$ cat src/rtl/cache_arbiter_pkg.sv
// Shared definitions for the cache arbiter: FSM state encoding and
// default parameter values used by the RTL and its testbench.
package cache_arbiter_pkg;

    localparam int NREQ_DEF      = 4;
    localparam int ADDR_W_DEF    = 32;
    localparam int DATA_W_DEF    = 32;
    localparam int RAM_DEPTH_DEF = 4096;
    localparam int TIMEOUT_DEF   = 255;
    localparam int CNT_W         = 8;

    typedef enum logic [1:0] {
        ST_IDLE  = 2'd0,
        ST_ISSUE = 2'd1,
        ST_WAIT  = 2'd2,
        ST_DONE  = 2'd3
    } arb_state_t;

endpackage

$ cat src/rtl/cache_arbiter_rr_picker.sv
// Combinational round-robin picker: scans requesters starting one past
// the last winner and returns the first one asserting req.
module rr_picker #(
    parameter int NREQ  = 4,
    parameter int PTR_W = $clog2(NREQ)
) (
    input  logic [NREQ-1:0]  req,
    input  logic [PTR_W-1:0] ptr,
    output logic [PTR_W-1:0] winner,
    output logic             any_req
);

    // Scan from farthest to nearest so the nearest requester after ptr overrides.
    always_comb begin
        logic [PTR_W:0]   sum_v;
        logic [PTR_W-1:0] idx_v;
        winner  = '0;
        any_req = |req;
        sum_v   = '0;
        idx_v   = '0;
        for (int k = NREQ; k >= 1; k--) begin
            sum_v  = {1'b0, ptr} + (PTR_W+1)'(k);
            idx_v  = (sum_v >= (PTR_W+1)'(NREQ)) ? PTR_W'(sum_v - (PTR_W+1)'(NREQ))
                                                 : PTR_W'(sum_v);
            winner = req[idx_v] ? idx_v : winner;
        end
    end

endmodule

$ cat src/rtl/cache_arbiter.sv
// Round-robin arbiter/sequencer in front of a single-port read cache.
// Serialises requests, holds the cache address for a whole transaction,
// waits out the busy phase (with timeout) and returns data plus a
// one-cycle done pulse. An unchanged address is served from the last
// captured data because the cache would not restart on it.
module cache_arbiter
    import cache_arbiter_pkg::*;
#(
    parameter int NREQ      = NREQ_DEF,
    parameter int ADDR_W    = ADDR_W_DEF,
    parameter int DATA_W    = DATA_W_DEF,
    parameter int RAM_DEPTH = RAM_DEPTH_DEF,
    parameter int TIMEOUT   = TIMEOUT_DEF
) (
    input  logic                   clk,
    input  logic                   rst,
    input  logic [NREQ-1:0]        req,
    input  logic [NREQ*ADDR_W-1:0] addr,
    output logic [NREQ-1:0]        done,
    output logic [DATA_W-1:0]      rdata,
    output logic                   err,
    output logic [ADDR_W-1:0]      mem_addr,
    input  logic                   mem_busy,
    input  logic [DATA_W-1:0]      mem_data
);

    localparam int PTR_W = $clog2(NREQ);
    localparam logic [ADDR_W-1:0] ADDR_MASK = ADDR_W'(RAM_DEPTH - 1);

    arb_state_t         state_r,      state_nxt_s;
    logic [PTR_W-1:0]   ptr_r,        ptr_nxt_s;
    logic [PTR_W-1:0]   sel_r,        sel_nxt_s;
    logic [CNT_W-1:0]   cnt_r,        cnt_nxt_s;
    logic               last_valid_r, last_valid_nxt_s;
    logic [NREQ-1:0]    done_r,       done_nxt_s;
    logic [DATA_W-1:0]  rdata_r,      rdata_nxt_s;
    logic               err_r,        err_nxt_s;
    logic [ADDR_W-1:0]  mem_addr_r,   mem_addr_nxt_s;

    logic [PTR_W-1:0]   winner_s;
    logic               any_req_s;
    logic [ADDR_W-1:0]  win_addr_s;
    logic [ADDR_W-1:0]  wrapped_s;
    logic               bypass_s;
    logic [NREQ-1:0]    win_onehot_s;
    logic [NREQ-1:0]    sel_onehot_s;

    rr_picker #(
        .NREQ  (NREQ),
        .PTR_W (PTR_W)
    ) u_picker (
        .req     (req),
        .ptr     (ptr_r),
        .winner  (winner_s),
        .any_req (any_req_s)
    );

    // Select the winner's address, wrap it into RAM range and detect a repeat.
    always_comb begin
        win_addr_s = '0;
        for (int i = 0; i < NREQ; i++) begin
            win_addr_s = (PTR_W'(i) == winner_s) ? addr[i*ADDR_W +: ADDR_W] : win_addr_s;
        end
        wrapped_s    = win_addr_s & ADDR_MASK;
        bypass_s     = last_valid_r && (wrapped_s == mem_addr_r);
        win_onehot_s = {{(NREQ-1){1'b0}}, 1'b1} << winner_s;
        sel_onehot_s = {{(NREQ-1){1'b0}}, 1'b1} << sel_r;
    end

    // Next-state and next-output logic; done and err default low so each lasts one cycle.
    always_comb begin
        state_nxt_s      = state_r;
        ptr_nxt_s        = ptr_r;
        sel_nxt_s        = sel_r;
        cnt_nxt_s        = cnt_r;
        last_valid_nxt_s = last_valid_r;
        done_nxt_s       = '0;
        rdata_nxt_s      = rdata_r;
        err_nxt_s        = 1'b0;
        mem_addr_nxt_s   = mem_addr_r;
        case (state_r)
            ST_IDLE: begin
                if (any_req_s) begin
                    ptr_nxt_s = winner_s;
                    sel_nxt_s = winner_s;
                    if (bypass_s) begin
                        // rdata still holds the data of this address
                        done_nxt_s  = win_onehot_s;
                        state_nxt_s = ST_DONE;
                    end else begin
                        mem_addr_nxt_s = wrapped_s;
                        cnt_nxt_s      = '0;
                        state_nxt_s    = ST_ISSUE;
                    end
                end else begin
                    state_nxt_s = ST_IDLE;
                end
            end
            ST_ISSUE: begin
                // cache reacts on the falling edge, busy is not meaningful yet
                state_nxt_s = ST_WAIT;
            end
            ST_WAIT: begin
                if (!mem_busy) begin
                    rdata_nxt_s      = mem_data;
                    last_valid_nxt_s = 1'b1;
                    done_nxt_s       = sel_onehot_s;
                    state_nxt_s      = ST_DONE;
                end else if (cnt_r == CNT_W'(TIMEOUT)) begin
                    rdata_nxt_s      = '0;
                    err_nxt_s        = 1'b1;
                    last_valid_nxt_s = 1'b0;
                    done_nxt_s       = sel_onehot_s;
                    state_nxt_s      = ST_DONE;
                end else begin
                    cnt_nxt_s = cnt_r + 8'd1;
                end
            end
            ST_DONE: begin
                state_nxt_s = ST_IDLE;
            end
            default: begin
                state_nxt_s = ST_IDLE;
            end
        endcase
    end

    // State and output registers; reset abandons any transaction without a done pulse.
    always_ff @(posedge clk or posedge rst) begin
        if (rst) begin
            state_r      <= ST_IDLE;
            ptr_r        <= PTR_W'(NREQ - 1);
            sel_r        <= '0;
            cnt_r        <= '0;
            last_valid_r <= 1'b0;
            done_r       <= '0;
            rdata_r      <= '0;
            err_r        <= 1'b0;
            mem_addr_r   <= '0;
        end else begin
            state_r      <= state_nxt_s;
            ptr_r        <= ptr_nxt_s;
            sel_r        <= sel_nxt_s;
            cnt_r        <= cnt_nxt_s;
            last_valid_r <= last_valid_nxt_s;
            done_r       <= done_nxt_s;
            rdata_r      <= rdata_nxt_s;
            err_r        <= err_nxt_s;
            mem_addr_r   <= mem_addr_nxt_s;
        end
    end

    assign done     = done_r;
    assign rdata    = rdata_r;
    assign err      = err_r;
    assign mem_addr = mem_addr_r;

endmodule
$ cat config.mk
export PLATFORM = sky130hd
export DESIGN_NAME = cache_arbiter
export DESIGN_NICKNAME = d
export VERILOG_FILES = /design/src/rtl/cache_arbiter_pkg.sv /design/src/rtl/cache_arbiter_rr_picker.sv /design/src/rtl/cache_arbiter.sv
export SDC_FILE = /design/constraint.sdc
export NUM_CORES = 1
export LEC_CHECK = 0
export CELL_PAD_IN_SITES_DETAIL_PLACEMENT = 1
export CELL_PAD_IN_SITES_GLOBAL_PLACEMENT = 1
export CORE_ASPECT_RATIO = 0.7
export CORE_MARGIN = 2
export CORE_UTILIZATION = 25
export CTS_CLUSTER_DIAMETER = 200
export DETAILED_ROUTE_END_ITERATION = 16
export MAX_ROUTING_LAYER = met4
export PLACE_DENSITY_LB_ADDON = 0.1
export REMOVE_ABC_BUFFERS = 1
export SETUP_SLACK_MARGIN = 0.05
export SYNTH_ARGS = -nofsm -noshare
export SYNTH_HDL_FRONTEND = slang
export SYNTH_SLANG_ARGS = --single-unit
$ cat constraint.sdc
create_clock -name clk -period 2.8 [get_ports clk]
set_input_delay 0.56 -clock clk [delete_from_list [all_inputs] [get_ports clk]]
set_output_delay 0.56 -clock clk [all_outputs]
set_load 0.03 [all_outputs]
======== Word-level counts from Yosys, hierarchy flattened ========
Index checks and enable logic that the tools add are counted.
storage, ports and cells
  register bits ........................... 64
  bits of input ports ..................... 167
  output and inout bits ................... 69
  word-level logic and storage cells ...... 94
cells by class
  add/sub/neg operators ................... 9
  magnitude comparators ................... 8
  eq/ne operators ......................... 14
  shift operators ......................... 2
  multiplexer cells ....................... 42
  bitwise operators ....................... 1
  reduce and logical (&&, ||, !) cells .... 9
operator list
  kind                                                      number
  2-to-1 mux 32 bit                                         2
  2-to-1 mux 12 bit                                         4
  2-to-1 mux 8 bit                                          4
  2-to-1 mux 2 bit                                          12
  2-to-1 mux 4 bit                                          4
  case mux 8 bit (2 select lines)                           1
  equality test 12 bit                                      1
  greater-or-equal comparator 3 bit, second input constant  4
  < comparator 2 x 3 -> 1 bit, second input constant        4
  2-to-1 mux 1 bit                                          9
  adder 8 x 1 -> 8 bit, second input constant               1
  binary-select mux 1 bit (select 2 bit)                    4
  equality test 8 bit, second input constant                1
  != test 2 bit, second input constant                      4
  case mux 2 bit (4 select lines)                           1
  case mux 4 bit (2 select lines)                           1
  left shift 1 x 2 -> 4 bit, first input constant           2
  subtractor 2 x 1 -> 2 bit, second input constant          4
  adder 2 x 2 -> 3 bit, second input constant               2
  AND reduction 5 bit                                       1
  equality test 2 bit, first input constant                 2
  equality test 2 bit, second input constant                2
  logical NOT 2 bit                                         2
  AND reduction 2 bit                                       2
  other kinds (11)                                          11

======== Logic depth before layout (Yosys ltp) ========
Gate-level depths: netlist of the first run.
  depth after elaboration ................. 19
  depth in mapped cells ................... 13

======== Modules after synthesis ========
A second synthesis of the first run with hierarchy kept.
second synthesis, totals
  cells, all modules ...................... 323
  area total of the unflattened synthesis .. 3568.4 sq um
by module, submodules not included
  module         instances  cells each  area each (sq um)  seq. area each (sq um)
  cache_arbiter  1          309         3477.1             1604.0
  rr_picker      1          14          91.3               0.0

======== Least setup slack after synthesis of the first run ========
Ideal clock, no wire load.
  path type ............................... input port to flip-flop
  start ................................... input port req[3]
  end ..................................... register mem_addr_r[0] (netlist: mem_addr[0])
  data arrival time ....................... 3.004 ns
  data required time ...................... 2.672 ns
  setup slack ............................. -0.331 ns
  stages on the path ...................... 13
  path buffers ............................ 4
  path through ............................ nor2b_4 o21a_1 buf_4 nor3_4 buf_6 buf_2 mux2i_1 a21oi_1 a31oi_1 nor3_2 a21oi_1 buf_2 mux2_1
on the way
  word-level cells in the longest chain between the ends .. 15
  elaborated cells between the ends (all ways) .. 25
ends and longest elaborated chain
  element                                 RTL line                       text
  from (decl)                             cache_arbiter.sv:17            input logic [NREQ-1:0] req,
  binary-select mux 1 bit (select 2 bit)  cache_arbiter_rr_picker.sv:25  winner = req[idx_v] ? idx_v : winner;
  2-to-1 mux 1 bit (implied by the code)  cache_arbiter_rr_picker.sv:25
  2-to-1 mux 2 bit (4 in a row)           cache_arbiter_rr_picker.sv:25
  logical NOT 2 bit                       cache_arbiter.sv:62            win_addr_s = (PTR_W'(i) == winner_s) ? addr[i*ADDR_W +: ADDR_W] : win_addr_s;
  2-to-1 mux 12 bit (4 in a row)          cache_arbiter.sv:62
  equality test 12 bit                    cache_arbiter.sv:65            bypass_s = last_valid_r && (wrapped_s == mem_addr_r);
  logical AND 1 bit                       cache_arbiter.sv:65
  NOT 1 bit (no source line)              --
  AND reduction 3 bit (no source line)    --
  to (signal assigned)                    cache_arbiter.sv:149           mem_addr_r <= mem_addr_nxt_s;
  to (decl)                               cache_arbiter.sv:38            logic [ADDR_W-1:0] mem_addr_r, mem_addr_nxt_s;
Several ways; a longest one is shown, not always the timed one. The select of a mux whose other input is x is not followed.
A chain may end at the register's enable or synchronous reset.

======== Worst setup path in the final report of the first run ========
  start ................................... register ptr_r[0]
  end ..................................... register cnt_r[2]
on the way
  word-level cells in the longest chain between the ends .. 18
  elaborated cells between the ends (all ways) .. 40
ends and longest elaborated chain
  element                                                                                RTL line                       text
  from (decl)                                                                            cache_arbiter.sv:31            logic [PTR_W-1:0] ptr_r, ptr_nxt_s;
  from (signal assigned)                                                                 cache_arbiter.sv:132           ptr_r <= PTR_W'(NREQ - 1);
  from (signal assigned)                                                                 cache_arbiter.sv:142           ptr_r <= ptr_nxt_s;
  adder 2 x 3 -> 3 bit                                                                   cache_arbiter_rr_picker.sv:22  sum_v = {1'b0, ptr} + (PTR_W+1)'(k);
  greater-or-equal comparator 3 bit / subtractor 2 x 1 -> 2 bit (equally long branches)  cache_arbiter_rr_picker.sv:23  idx_v = (sum_v >= (PTR_W+1)'(NREQ)) ? PTR_W'(sum_v - (PTR_W+1)'(NREQ))
  2-to-1 mux 2 bit                                                                       cache_arbiter_rr_picker.sv:23
  binary-select mux 1 bit (select 2 bit)                                                 cache_arbiter_rr_picker.sv:25
  2-to-1 mux 1 bit (implied by the code)                                                 cache_arbiter_rr_picker.sv:25
  2-to-1 mux 2 bit (3 in a row)                                                          cache_arbiter_rr_picker.sv:25
  2-to-1 mux 2 bit *                                                                     cache_arbiter_rr_picker.sv:25
  logical NOT 2 bit                                                                      cache_arbiter.sv:62
  2-to-1 mux 12 bit (3 in a row)                                                         cache_arbiter.sv:62
  2-to-1 mux 12 bit *                                                                    cache_arbiter.sv:62
  equality test 12 bit *                                                                 cache_arbiter.sv:65
  logical AND 1 bit *                                                                    cache_arbiter.sv:65
  != test 2 bit (no source line) *                                                       --
  AND reduction 5 bit (no source line) *                                                 --
  to (signal assigned)                                                                   cache_arbiter.sv:144           cnt_r <= cnt_nxt_s;
  to (decl)                                                                              cache_arbiter.sv:33            logic [CNT_W-1:0] cnt_r, cnt_nxt_s;
Every way passes the cells marked *; elsewhere a longest branch is shown, timed or not. The select of a mux whose other input is x is not followed.

==> implementation parameters, run 1 <==
Parameter                              Value

Outcome
  Status    finished with violations
  Violations in the final reports    setup timing

Layout
  Nets@finish    ~830
  # diodes    0
  Fillers    approximately 1800
  Final Util    around 43%
  Fraction of final layout cells with drive strength greater than 1    about a quarter
  P&R area growth vs syn    71.2%

Critical path
  Crit end category    flop
  Crit path required time    approximately 3.0 ns
  Crit path launch type    flop
  Worst Path Arrival    about 3.3 ns
  Start-to-end type of the worst setup path    reg2reg
  Worst-path fanout max    8

Placement
  Gpl congestion    between 0.8 and 0.9
  DP HPWL    approximately 12000 um
  IO buf count    about 140

Die
  Die Outline Area    between 15000 and 20000 um2
  Top Ports    around 240
  Core area    ~16000 um2
  Initial Utilization    roughly 25%
  DIE WIDTH    between 150 and 200 um
  Die height    111 um
  Row cnt    39

Route
  DRC violations left    0
  Via/cell ratio    just under 5
  Pre-Repair DR Iteration Count    4
  DRC marker count from the first detailed-route iteration    209
  Number of antenna-violating nets in the routed design    0
  Final routed wirelength across all metal layers    16200 um
  Wire length per cell    ~18 um
  Overall via count from detail_route    4281

Power and ir drop
  Portion of total power attributed to combinational logic    a little over three fifths
  Internal power of the cells    4.31 mW
  Net Sw Power    between 3 and 4 mW
  Worst vdd rail ir drop    458 uV
  Part of the power in the clock network    around 15%
  Leakage    2.99 nW
  Fraction of power consumed by sequential logic    between 20% and 30%
  Sw Share    between 40% and 50%
  PD cells    around 1100 nW/um2
  Total power    about 7.7 mW

CTS
  H-tree level count    3
  Number of buffers on the longest clock path    2
  Number of sinks handled by clock tree synthesis    64
  Total CTS buffers    9
  Clock latency on the worst-skew pair    0.35 ns
  TritonCTS clock tree    done
  Root buffer selected by CTS    sky130_fd_sc_hd__clkbuf_16
  Clock transition time at the flip-flop clock pins of the worst setup and hold paths    about 0.060 ns

Synth
  Main synth FF type    sky130_fd_sc_hd__dfrtp_1
  Synth async-reset ratio    100%
  XOR/XNOR Fraction of Synth Area    approximately 1.7%
  Post-synthesis compound-gate area fraction    26.1%
  Flip-flop and latch count after synthesis    64
  Seq/Total Area, Yosys    39.3%
  Number of synthesis warnings    0
  Share of cell area taken by muxes after synthesis    roughly 5.9%
  Number of standard cells after synthesis    between 400 and 500
  Post-synthesis share of cell area spent on and, or, nand and nor gates    around 18%
  Main combinational cell family by area after synthesis    compound AO/OA/AOI/OAI gates
  Number of flops mapped to enable cells by yosys    0
  Average instance area after synthesis    roughly 9.3 um2
  Number of distinct library cell variants in the gate-level netlist after synthesis    67
  Syn Std Cell Area    about 4100 um2
  Fraction of the mapped netlist area in adder cells    0.920%

Timing
  Clk_skew    0.00814 ns
  Setup tns final    -5.01 ns
  Final setup violation count    25
  Final hold violation count    0
  Part of the cycle the worst path needs    111%
  Unrepaired setup endpoints after global routing    true
  Tightest Pin Transition    between 0.5 and 0.6 ns
  Slew Limit Fails    0
  Final critical delay including setup and external delays    3.10 ns
  Highest attainable clock frequency    ~320 MHz
  Least setup slack across all paths after layout    -0.300 ns
  Tightest slew margin relative to the limit    approximately 64%

GRT
  Vias in the first global route    ~4600
  Maximum number of pins on one net before global-route repair    47
  Total grt overflow    0
  First-pass GRT wire length    roughly 26000 um
  Number of antenna violations at the first check in global routing    0
  Overall global routing resource usage    approximately a fifth

Job
  Maxcap violations    0

Hold path
  Path class of the lowest-slack min-delay path    reg2reg
==> synth_stat cells (3+ instances only) <==
cell	instances	area share (%)
sky130_fd_sc_hd__a2111oi_0	4	0.86
sky130_fd_sc_hd__a21oi_1	13	1.6
sky130_fd_sc_hd__a22o_1	32	6.9
sky130_fd_sc_hd__a31oi_1	11	1.7
sky130_fd_sc_hd__a32oi_1	3	0.64
sky130_fd_sc_hd__and3_1	9	1.4
sky130_fd_sc_hd__buf_2	7	0.86
sky130_fd_sc_hd__buf_4	22	4.0
sky130_fd_sc_hd__clkbuf_1	14	1.3
sky130_fd_sc_hd__dfrtp_1	62	38
sky130_fd_sc_hd__ha_1	3	0.92
sky130_fd_sc_hd__inv_1	19	1.7
sky130_fd_sc_hd__mux2_1	7	1.9
sky130_fd_sc_hd__mux2i_1	14	3.4
sky130_fd_sc_hd__nand2_1	51	4.7
sky130_fd_sc_hd__nand2b_1	14	2.1
sky130_fd_sc_hd__nand3_1	16	2.0
sky130_fd_sc_hd__nand4_1	5	0.77
sky130_fd_sc_hd__nor2_1	17	1.6
sky130_fd_sc_hd__nor2b_1	9	1.4
sky130_fd_sc_hd__o2111ai_1	3	0.64
sky130_fd_sc_hd__o211ai_1	6	1.1
sky130_fd_sc_hd__o21ai_0	19	2.3
sky130_fd_sc_hd__o21ai_1	4	0.49
sky130_fd_sc_hd__o31ai_1	9	1.7
sky130_fd_sc_hd__o41ai_1	7	1.5
sky130_fd_sc_hd__or2_2	3	0.46
sky130_fd_sc_hd__xnor2_1	7	1.5
==> power by group through the flow <==
stage          Sequential, mW  Clock, mW  Combinational, mW
2_1_floorplan            2.24          0               1.66
4_1_cts                  1.67       1.21               4.65
3_5_place_dp             1.66          0               4.27
3_3_place_gp             1.66          0               4.21
6_report                 1.67       1.18               4.88
5_1_grt                  1.73       1.24               5.22
==> worst max-delay path, stage by stage (launching register included) <==
cell	delay (ns)
sky130_fd_sc_hd__dfstp_2	0.57
sky130_fd_sc_hd__nor2b_4	0.05
sky130_fd_sc_hd__buf_6	0.12
sky130_fd_sc_hd__o21ai_2	0.12
sky130_fd_sc_hd__buf_6	0.15
sky130_fd_sc_hd__buf_6	0.10
sky130_fd_sc_hd__nand4_1	0.13
sky130_fd_sc_hd__and3_4	0.23
sky130_fd_sc_hd__a2111oi_4	0.38
sky130_fd_sc_hd__o2111ai_2	0.16
sky130_fd_sc_hd__or4_4	0.58
sky130_fd_sc_hd__a21oi_4	0.16
sky130_fd_sc_hd__buf_12	0.14
sky130_fd_sc_hd__o41ai_1	0.07
==> registers in the layout (all words and copies together), names as in the netlist <==
register	cells
done	4
cnt_r	8
last_valid_r	1
mem_addr	12
state_r	2
rdata	32
sel_r	2
ptr_r	2
err	1
==> layout make-up <==
cell class | instances | area (um2) | share of cell area (%)
inverter | 19 | 71.3 | 1.02
tap | 225 | 282 | 4.03
timing repair buffer | 231 | 2220 | 31.8
clock inverter | 7 | 80.1 | 1.15
sequential | 64 | 1600 | 23.0
multi-input combinational | 332 | 2500 | 35.8
clock buffer | 9 | 225 | 3.22
==> path summary, 6_finish.rpt <==
| kind | startpoint | endpoint | slack, ns | cells past startpoint |
|---|---|---|---|---|
| max | ptr_r[0] | cnt_r[2] | -0.30 | 13 |
| min | rdata[19] | rdata[19] | 0.50 | 1 |
| max reg2reg | ptr_r[0] | cnt_r[2] | -0.30 | 13 |
| min reg2reg | rdata[19] | rdata[19] | 0.50 | 1 |
| max in group asynchronous | rst | rdata[3] | 1.57 | 3 |
| min in group asynchronous | rst | mem_addr[7] | 0.58 | 2 |
==> metrics by stage <==
step / hold slack (ns) / cells / instance area [um2] / setup slack, ns
4_1_cts: 0.498 / 883 / 6820 / -0.245
6_report: 0.499 / 887 / 6990 / -0.300
2_1_floorplan: 0.449 / 415 / 3880 / -0.896
3_3_place_gp: 0.483 / 850 / 6170 / -0.986
3_5_place_dp: 0.481 / 850 / 6170 / -1.09
5_1_grt: 0.519 / 887 / 6990 / -0.405
==> per-layer routing <==
| layer | wire length [um] | vias up | global-route usage [%] |
|---|---|---|---|
| met1 | 8130 | 2129 | 27.6 |
| met3 | 628 | 16 | 4.03 |
| met5 | 0 | - | - |
| met4 | 205 | 0 | 4.53 |
| li1 | - | 2036 | - |
| met2 | 7240 | 100 | 28.7 |
==> cell families (layout without fill, tap and decap cells) <==
family / count (synthesis) / after routing
other: 1 / 20
AOI/OAI and AO/OA: 139 / 139
buffers and inverters: 64 / 266
xor gates and xnor gates: 8 / 8
muxes: 23 / 23
DFF: 64 / 64
adders and majority gates: 3 / 3
and+or+nand+nor: 139 / 139
==> cells in the final DEF, fill, tap and decap left out, types with 6 or more instances in the layout <==
cell type and n:
sky130_fd_sc_hd__a21oi_1 10, sky130_fd_sc_hd__a22o_1 32, sky130_fd_sc_hd__a31oi_1 10, sky130_fd_sc_hd__and3_1 8
sky130_fd_sc_hd__buf_12 8, sky130_fd_sc_hd__buf_4 77, sky130_fd_sc_hd__buf_6 8, sky130_fd_sc_hd__clkbuf_16 9
sky130_fd_sc_hd__clkdlybuf4s50_1 131, sky130_fd_sc_hd__conb_1 20, sky130_fd_sc_hd__dfrtp_1 62, sky130_fd_sc_hd__inv_1 18
sky130_fd_sc_hd__mux2i_1 7, sky130_fd_sc_hd__nand2_1 50, sky130_fd_sc_hd__nand2b_1 12, sky130_fd_sc_hd__nand3_1 15
sky130_fd_sc_hd__nor2_1 14, sky130_fd_sc_hd__nor2b_1 8, sky130_fd_sc_hd__o211ai_1 6, sky130_fd_sc_hd__o21ai_0 13
sky130_fd_sc_hd__o21ai_1 8, sky130_fd_sc_hd__xnor2_1 7
==> repair_timing <==
action	in CTS	in global routing
setup endpoints to repair	25	25
hold endpoints to repair	0	0
gates resized for setup	51	33
pin swaps	14	5
setup buffers	16	5
cloned	1	0
hold buffers	0	0
(Power assumes the default switching activity.)
==> run 2: changes to the inputs <==
--- a/config.mk
+++ b/config.mk
@@ -9,7 +9,7 @@
 export CELL_PAD_IN_SITES_GLOBAL_PLACEMENT = 1
 export CORE_ASPECT_RATIO = 0.7
 export CORE_MARGIN = 2
-export CORE_UTILIZATION = 25
+export CORE_UTILIZATION = 29
 export CTS_CLUSTER_DIAMETER = 200
 export DETAILED_ROUTE_END_ITERATION = 16
 export MAX_ROUTING_LAYER = met4
==> constraint.sdc (replaced) <==
create_clock -name clk -period 4 [get_ports clk]
set_input_delay 0.8 -clock clk [delete_from_list [all_inputs] [get_ports clk]]
set_output_delay 0.8 -clock clk [all_outputs]
set_load 0.03 [all_outputs]
==> implementation parameters, run 2 (synthesis gave the netlist of run 1 again) <==
Parameter                              Value

Hold path
  Path class of the lowest-slack min-delay path    reg2reg
  Worst hold stages    1 (unchanged)
  WHS Endpoint    rdata[17]
  Startpoint of the tightest hold check path    rdata[17]

Layout
  Total area of multi-input combinational cells    2230 um2 (-11%)
  Nets@finish    775 (-6.3%)
  Largest register FFs    32 (unchanged)
  P&R area growth vs syn    50.6%
  Finished layout cell area    6140 um2 (-12%)
  Fillers    1598 (-13%)
  Area taken by flip-flops and latches    1600 um2 (unchanged)
  Fraction of final layout cells with drive strength greater than 1    13.8% (-12 points)
  Commonest non-fill, non-tap cells in the layout    sky130_fd_sc_hd__clkdlybuf4s50_1, sky130_fd_sc_hd__dfrtp_1, sky130_fd_sc_hd__nand2_1
  # diodes    0 (unchanged)
  Most common cell after layout, fill and taps aside    sky130_fd_sc_hd__clkdlybuf4s50_1
  Post-layout instance count excluding filler cells    800 (-9.8%)

GRT
  Maximum number of pins on one net before global-route repair    65 (+38%)
  Overall global routing resource usage    20.4% (+0.85 points)
  Number of antenna violations at the first check in global routing    0 (unchanged)
  Vias in the first global route    4222 (-7.9%)
  First-pass GRT wire length    22900 um (-10%)
  Total grt overflow    0 (unchanged)

Route
  Final routed wirelength across all metal layers    14900 um (-7.9%)
  Number of antenna-violating nets in the routed design    0 (unchanged)
  Pre-Repair DR Iteration Count    4 (unchanged)
  Wire length per cell    18.6 um (+2.1%)
  DRC violations left    0 (unchanged)
  Via/cell ratio    5.05 (+4.7%)
  DRC marker count from the first detailed-route iteration    202 (-3.3%)
  Overall via count from detail_route    4043 (-5.6%)

Timing
  Part of the cycle the worst path needs    a little over nine tenths
  Unrepaired setup endpoints after global routing    false
  Highest attainable clock frequency    roughly 270 MHz
  Tightest Pin Transition    0.839 ns (+0.302 ns)
  Final hold violation count    0 (unchanged)
  Least setup slack across all paths after layout    0.227 ns (+0.527 ns)
  Clk_skew    0.00930 ns (+0.00117 ns)
  Setup tns final    0 ns (+5.01 ns)
  Tightest slew margin relative to the limit    44.0% (-20 points)
  Final setup violation count    0 (-100%)
  Final critical delay including setup and external delays    approximately 3.8 ns
  Slew Limit Fails    0 (unchanged)

Critical path
  Reg2reg path depth    12 (-1)
  Crit end category    flop
  Crit Reg-Reg Endpoint    cnt_r[4]
  Minimum setup slack among reg-to-reg paths    0.63 ns (+0.93 ns)
  Start-to-end type of the worst setup path    in2reg
  Launching point of the worst reg2reg path    ptr_r[0]
  Crit path required time    4.20 ns (+1.18 ns)
  Crit path launch type    input pin
  Worst-path fanout max    8 (unchanged)
  Worst Path Arrival    3.97 ns (+0.65 ns)

Die
  Top Ports    236 (unchanged)
  Row cnt    36 (-7.7%)
  Core area    13800 um2 (-14%)
  DIE WIDTH    146 um (-7.0%)
  Die Outline Area    15100 um2 (-13%)
  Initial Utilization    29.5% (+4.2 points)
  Die height    103 um (-6.9%)

Placement
  IO buf count    135 (unchanged)
  Gpl congestion    0.846 (-2.6%)
  Cell area after placement    5820 um2 (-5.6%)
  Post-place setup slack    -0.214 ns (+0.879 ns)
  Number of instances in the placed design    783 (-7.9%)
  DP HPWL    11500 um (-3.1%)

CTS
  Root buffer selected by CTS    sky130_fd_sc_hd__clkbuf_16
  Total CTS buffers    9 (unchanged)
  Number of buffers on the longest clock path    2 (unchanged)
  H-tree level count    3 (unchanged)
  Clock latency on the worst-skew pair    0.33 ns (-0.02 ns)
  TritonCTS clock tree    done
  Clock transition time at the flip-flop clock pins of the worst setup and hold paths    0.06 ns (about the same)
  Number of sinks handled by clock tree synthesis    64 (unchanged)

Outcome
  Status    completed

Power and ir drop
  PD cells    774 nW/um2 (-30%)
  Worst vdd rail ir drop    332 uV (-28%)
  Total power    4.76 mW (-38%)
  Leakage    2.63 nW (-12%)

Job
  Maxcap violations    0 (unchanged)
[run 2: timing repair]
action,4_1_cts,5_1_grt
resized for setup,0,4
buffers inserted,0,1
endpoints found under the setup margin,0,14
hold buffers,0,0
[run 2: worst max-delay path by stage]
stage / from / cells past startpoint / to / slack [ns]
2_1_floorplan: req[3] / 8 / mem_addr[7] / 0.06
3_3_place_gp: req[1] / 11 / cnt_r[6] / -0.21
3_5_place_dp: req[1] / 12 / cnt_r[4] / -0.21
4_1_cts: req[1] / 12 / cnt_r[4] / 0.12
5_1_grt: req[1] / 13 / mem_addr[1] / 0.05
6_report: req[1] / 13 / cnt_r[4] / 0.23
[run 2: critical path: stages]
cell                              delay (ns)
sky130_fd_sc_hd__clkdlybuf4s50_1        0.48
sky130_fd_sc_hd__nor2b_1                0.18
sky130_fd_sc_hd__o21a_1                 0.24
sky130_fd_sc_hd__nor3_4                 0.28
sky130_fd_sc_hd__buf_4                  0.17
sky130_fd_sc_hd__mux2i_1                0.11
sky130_fd_sc_hd__a2111oi_4              0.40
sky130_fd_sc_hd__buf_4                  0.18
sky130_fd_sc_hd__o2111ai_1              0.14
sky130_fd_sc_hd__or4_4                  0.59
sky130_fd_sc_hd__a21oi_4                0.16
sky130_fd_sc_hd__buf_12                 0.14
sky130_fd_sc_hd__o41ai_1                0.08
[run 2: per-layer routing]
metal | up-vias | routed length [um] | global-route usage, %
met5 | - | 0 | -
met4 | 0 | 97 | 4.52
met1 | 2000 | 7340 | 29.3
met2 | 106 | 6670 | 30.3
met3 | 8 | 806 | 3.38
li1 | 1929 | - | -
[run 2: power breakdown]
part | internal [mW] | total [mW] | switching (mW)
registers | 0.923 | 1.18 | 0.255
clock network | 0.425 | 0.747 | 0.323
logic | 1.25 | 2.83 | 1.58
[run 2: layout make-up]
cell class,count,area share [%]
clock inverters,7,0.916
inverters,19,1.16
flip-flops and latches,64,26.1
repair buffers,179,28.0
multi-input cells,332,36.3
well taps,190,3.87
clock buffers,9,3.67
[run 2: per-stage QoR]
step                      hold WS (ns)  util, %
after floorplan                  0.449        -
after global placement           0.484     42.1
after detailed placement         0.485     42.1
after CTS                        0.503     44.1
after global routing             0.514     44.4
final                            0.500     44.4
==> run 3: changes to the inputs <==
--- a/config.mk
+++ b/config.mk
@@ -7,7 +7,6 @@
 export LEC_CHECK = 0
 export CELL_PAD_IN_SITES_DETAIL_PLACEMENT = 1
 export CELL_PAD_IN_SITES_GLOBAL_PLACEMENT = 1
-export CORE_ASPECT_RATIO = 0.7
 export CORE_MARGIN = 2
 export CORE_UTILIZATION = 29
 export CTS_CLUSTER_DIAMETER = 200
@@ -16,6 +15,7 @@
 export PLACE_DENSITY_LB_ADDON = 0.1
 export REMOVE_ABC_BUFFERS = 1
 export SETUP_SLACK_MARGIN = 0.05
+export SKIP_CTS_REPAIR_TIMING = 1
 export SYNTH_ARGS = -nofsm -noshare
 export SYNTH_HDL_FRONTEND = slang
 export SYNTH_SLANG_ARGS = --single-unit
==> implementation parameters, run 3 (synthesis gave the netlist of run 1 again) <==
Parameter                              Value

Route
  DRC marker count from the first detailed-route iteration    201 (-0.50%)
  Final routed wirelength across all metal layers    14600 um (-2.0%)
  Pre-Repair DR Iteration Count    4 (unchanged)
  Overall via count from detail_route    4045 (+0.049%)
  Via/cell ratio    5.13 (+1.6%)
  Number of antenna-violating nets in the routed design    0 (unchanged)
  Wire length per cell    18.5 um (-0.53%)
  DRC violations left    0 (unchanged)

GRT
  Vias in the first global route    4369 (+3.5%)
  Maximum number of pins on one net before global-route repair    36 (-45%)
  Overall global routing resource usage    20.8% (+0.39 points)
  First-pass GRT wire length    23200 um (+1.2%)
  Number of antenna violations at the first check in global routing    0 (unchanged)
  Total grt overflow    0 (unchanged)

Critical path
  Crit Reg-Reg Endpoint    cnt_r[2]
  Launching point of the worst reg2reg path    ptr_r[0]
  Largest stage delay, worst path    0.60 ns (about the same)
  Reg2reg path depth    11 (-1)
  Worst-path fanout max    8 (unchanged)
  Crit end category    flop
  First element of the critical path    req[3]
  Kind of cell with the highest combined delay on the critical path    simple AND/OR/NAND/NOR gates
  Crit path launch type    input pin
  Crit path buffers/inverters    4 (unchanged)
  Worst Path Arrival    3.92 ns (-0.05 ns)
  Most prevalent standard cell on the critical path    sky130_fd_sc_hd__buf_4
  Standard cell with the maximum stage delay on the critical path    sky130_fd_sc_hd__or4_4
  Start-to-end type of the worst setup path    in2reg
  Minimum setup slack among reg-to-reg paths    0.72 ns (+0.09 ns)
  Chain of cells forming the critical path    clkdlybuf4s50_1 -> nor2b_4 -> buf_4 -> o21ai_1 -> buf_4 -> nand4_1 -> and3_1 -> a2111oi_4 -> buf_4 -> o2111ai_1 -> or4_4 -> a21oi_4 -> o41ai_1
  Crit path required time    4.20 ns (about the same)

Placement
  Gpl congestion    0.886 (+4.8%)
  DP HPWL    11200 um (-2.9%)
  Post-place setup slack    -0.101 ns (+0.113 ns)
  IO buf count    135 (unchanged)

Layout
  Fraction of final layout cells with drive strength greater than 1    13.2% (-0.61 points)
  Most common cell after layout, fill and taps aside    sky130_fd_sc_hd__clkdlybuf4s50_1
  Commonest non-fill, non-tap cells in the layout    sky130_fd_sc_hd__clkdlybuf4s50_1, sky130_fd_sc_hd__dfrtp_1, sky130_fd_sc_hd__nand2_1
  Nets@finish    773 (-0.26%)
  Largest register FFs    32 (unchanged)
  Final Util    44.9% (+0.46 points)
  P&R area growth vs syn    52.1%
  # diodes    0 (unchanged)

Timing
  Highest attainable clock frequency    269 MHz (+1.4%)
  Setup tns final    0 ns (unchanged)
  Hold slack final    0.489 ns (-0.0109 ns)
  Unrepaired setup endpoints after global routing    false
  Slew Limit Fails    0 (unchanged)
  Tightest slew margin relative to the limit    49.5% (+5.4 points)
  Final hold violation count    0 (unchanged)
  Part of the cycle the worst path needs    93.0% (-1.3 points)
  Least setup slack across all paths after layout    0.279 ns (+0.0516 ns)
  Clk_skew    0.00557 ns (-0.00373 ns)
  Final critical delay including setup and external delays    3.72 ns (-0.0516 ns)
  Tightest Pin Transition    0.757 ns (-0.0826 ns)
  Final setup violation count    0 (unchanged)

Hold path
  Startpoint of the tightest hold check path    last_valid_r
  Worst hold stages    1 (unchanged)
  Path class of the lowest-slack min-delay path    reg2reg
  WHS Endpoint    last_valid_r

Power and ir drop
  Leakage    2.66 nW (+0.91%)
  Worst vdd rail ir drop    339 uV (+2.1%)
  PD cells    775 nW/um2 (+0.12%)
  Total power    4.81 mW (+1.1%)

Die
  DIE WIDTH    123 um (-16%)
  Row cnt    43 (+19%)
  Die height    123 um (+19%)
  Initial Utilization    29.5% (about the same)
  Top Ports    236 (unchanged)
  Die Outline Area    15000 um2 (about the same)
  Core area    13800 um2 (about the same)

CTS
  Clock latency on the worst-skew pair    0.33 ns (about the same)
  Number of sinks handled by clock tree synthesis    64 (unchanged)
  Clock transition time at the flip-flop clock pins of the worst setup and hold paths    0.05 ns (about the same)
  Number of buffers on the longest clock path    2 (unchanged)
  Root buffer selected by CTS    sky130_fd_sc_hd__clkbuf_16
  H-tree level count    3 (unchanged)
  Total CTS buffers    9 (unchanged)
  TritonCTS clock tree    done

Outcome
  Status    completed

Job
  Maxcap violations    0 (unchanged)
[run 3: worst reg2reg max path: stages (launching register included)]
cell	delay (ns)
sky130_fd_sc_hd__dfstp_2	0.57
sky130_fd_sc_hd__nand2b_1	0.23
sky130_fd_sc_hd__a21o_4	0.21
sky130_fd_sc_hd__buf_4	0.13
sky130_fd_sc_hd__nand4_1	0.10
sky130_fd_sc_hd__and3_1	0.23
sky130_fd_sc_hd__a2111oi_4	0.34
sky130_fd_sc_hd__buf_4	0.17
sky130_fd_sc_hd__o2111ai_1	0.13
sky130_fd_sc_hd__or4_4	0.60
sky130_fd_sc_hd__a21oi_4	0.29
sky130_fd_sc_hd__o41ai_1	0.14
[run 3: final cells by class]
type                    count  area [um2]
fillers                  1596        7620
well taps                 180         225
flip-flops and latches     64        1600
inverters                  19        71.3
clock buffers              13         260
clock inverters             3        42.5
repair buffers            177        1770
multi-input cells         332        2240
[run 3: worst max-delay path by stage]
| stage | endpoint | slack [ns] | cells past startpoint |
|---|---|---|---|
| floorplan | mem_addr[7] | 0.06 | 8 |
| detailed placement | cnt_r[2] | -0.10 | 12 |
| finish | cnt_r[2] | 0.28 | 13 |
| global route | cnt_r[2] | 0.08 | 12 |
| global placement | cnt_r[7] | -0.13 | 12 |
| CTS | cnt_r[2] | 0.17 | 11 |
[run 3: routing by layer]
layer / up-vias / share of wire (%) / track usage [%] / wire [um]
met5: - / 0 / - / 0
met4: 0 / 0.99 / 4.89 / 144
met3: 9 / 6.4 / 5.58 / 929
met2: 114 / 48 / 32.8 / 7000
met1: 2001 / 45 / 26.6 / 6540
li1: 1921 / - / - / -
[run 3: report_power, final]
| part | internal [mW] | total, mW | switching [mW] |
|---|---|---|---|
| Sequential | 0.924 | 1.18 | 0.256 |
| Combinational | 1.27 | 2.83 | 1.56 |
| Clock | 0.515 | 0.800 | 0.285 |
| Total | 2.71 | 4.81 | 2.11 |
[run 3: per-stage QoR]
step	area (um2)	cells
6_report	6210	788
3_3_place_gp	5880	772
5_1_grt	6210	788
4_1_cts	6180	788
3_5_place_dp	5880	772
2_1_floorplan	3880	415
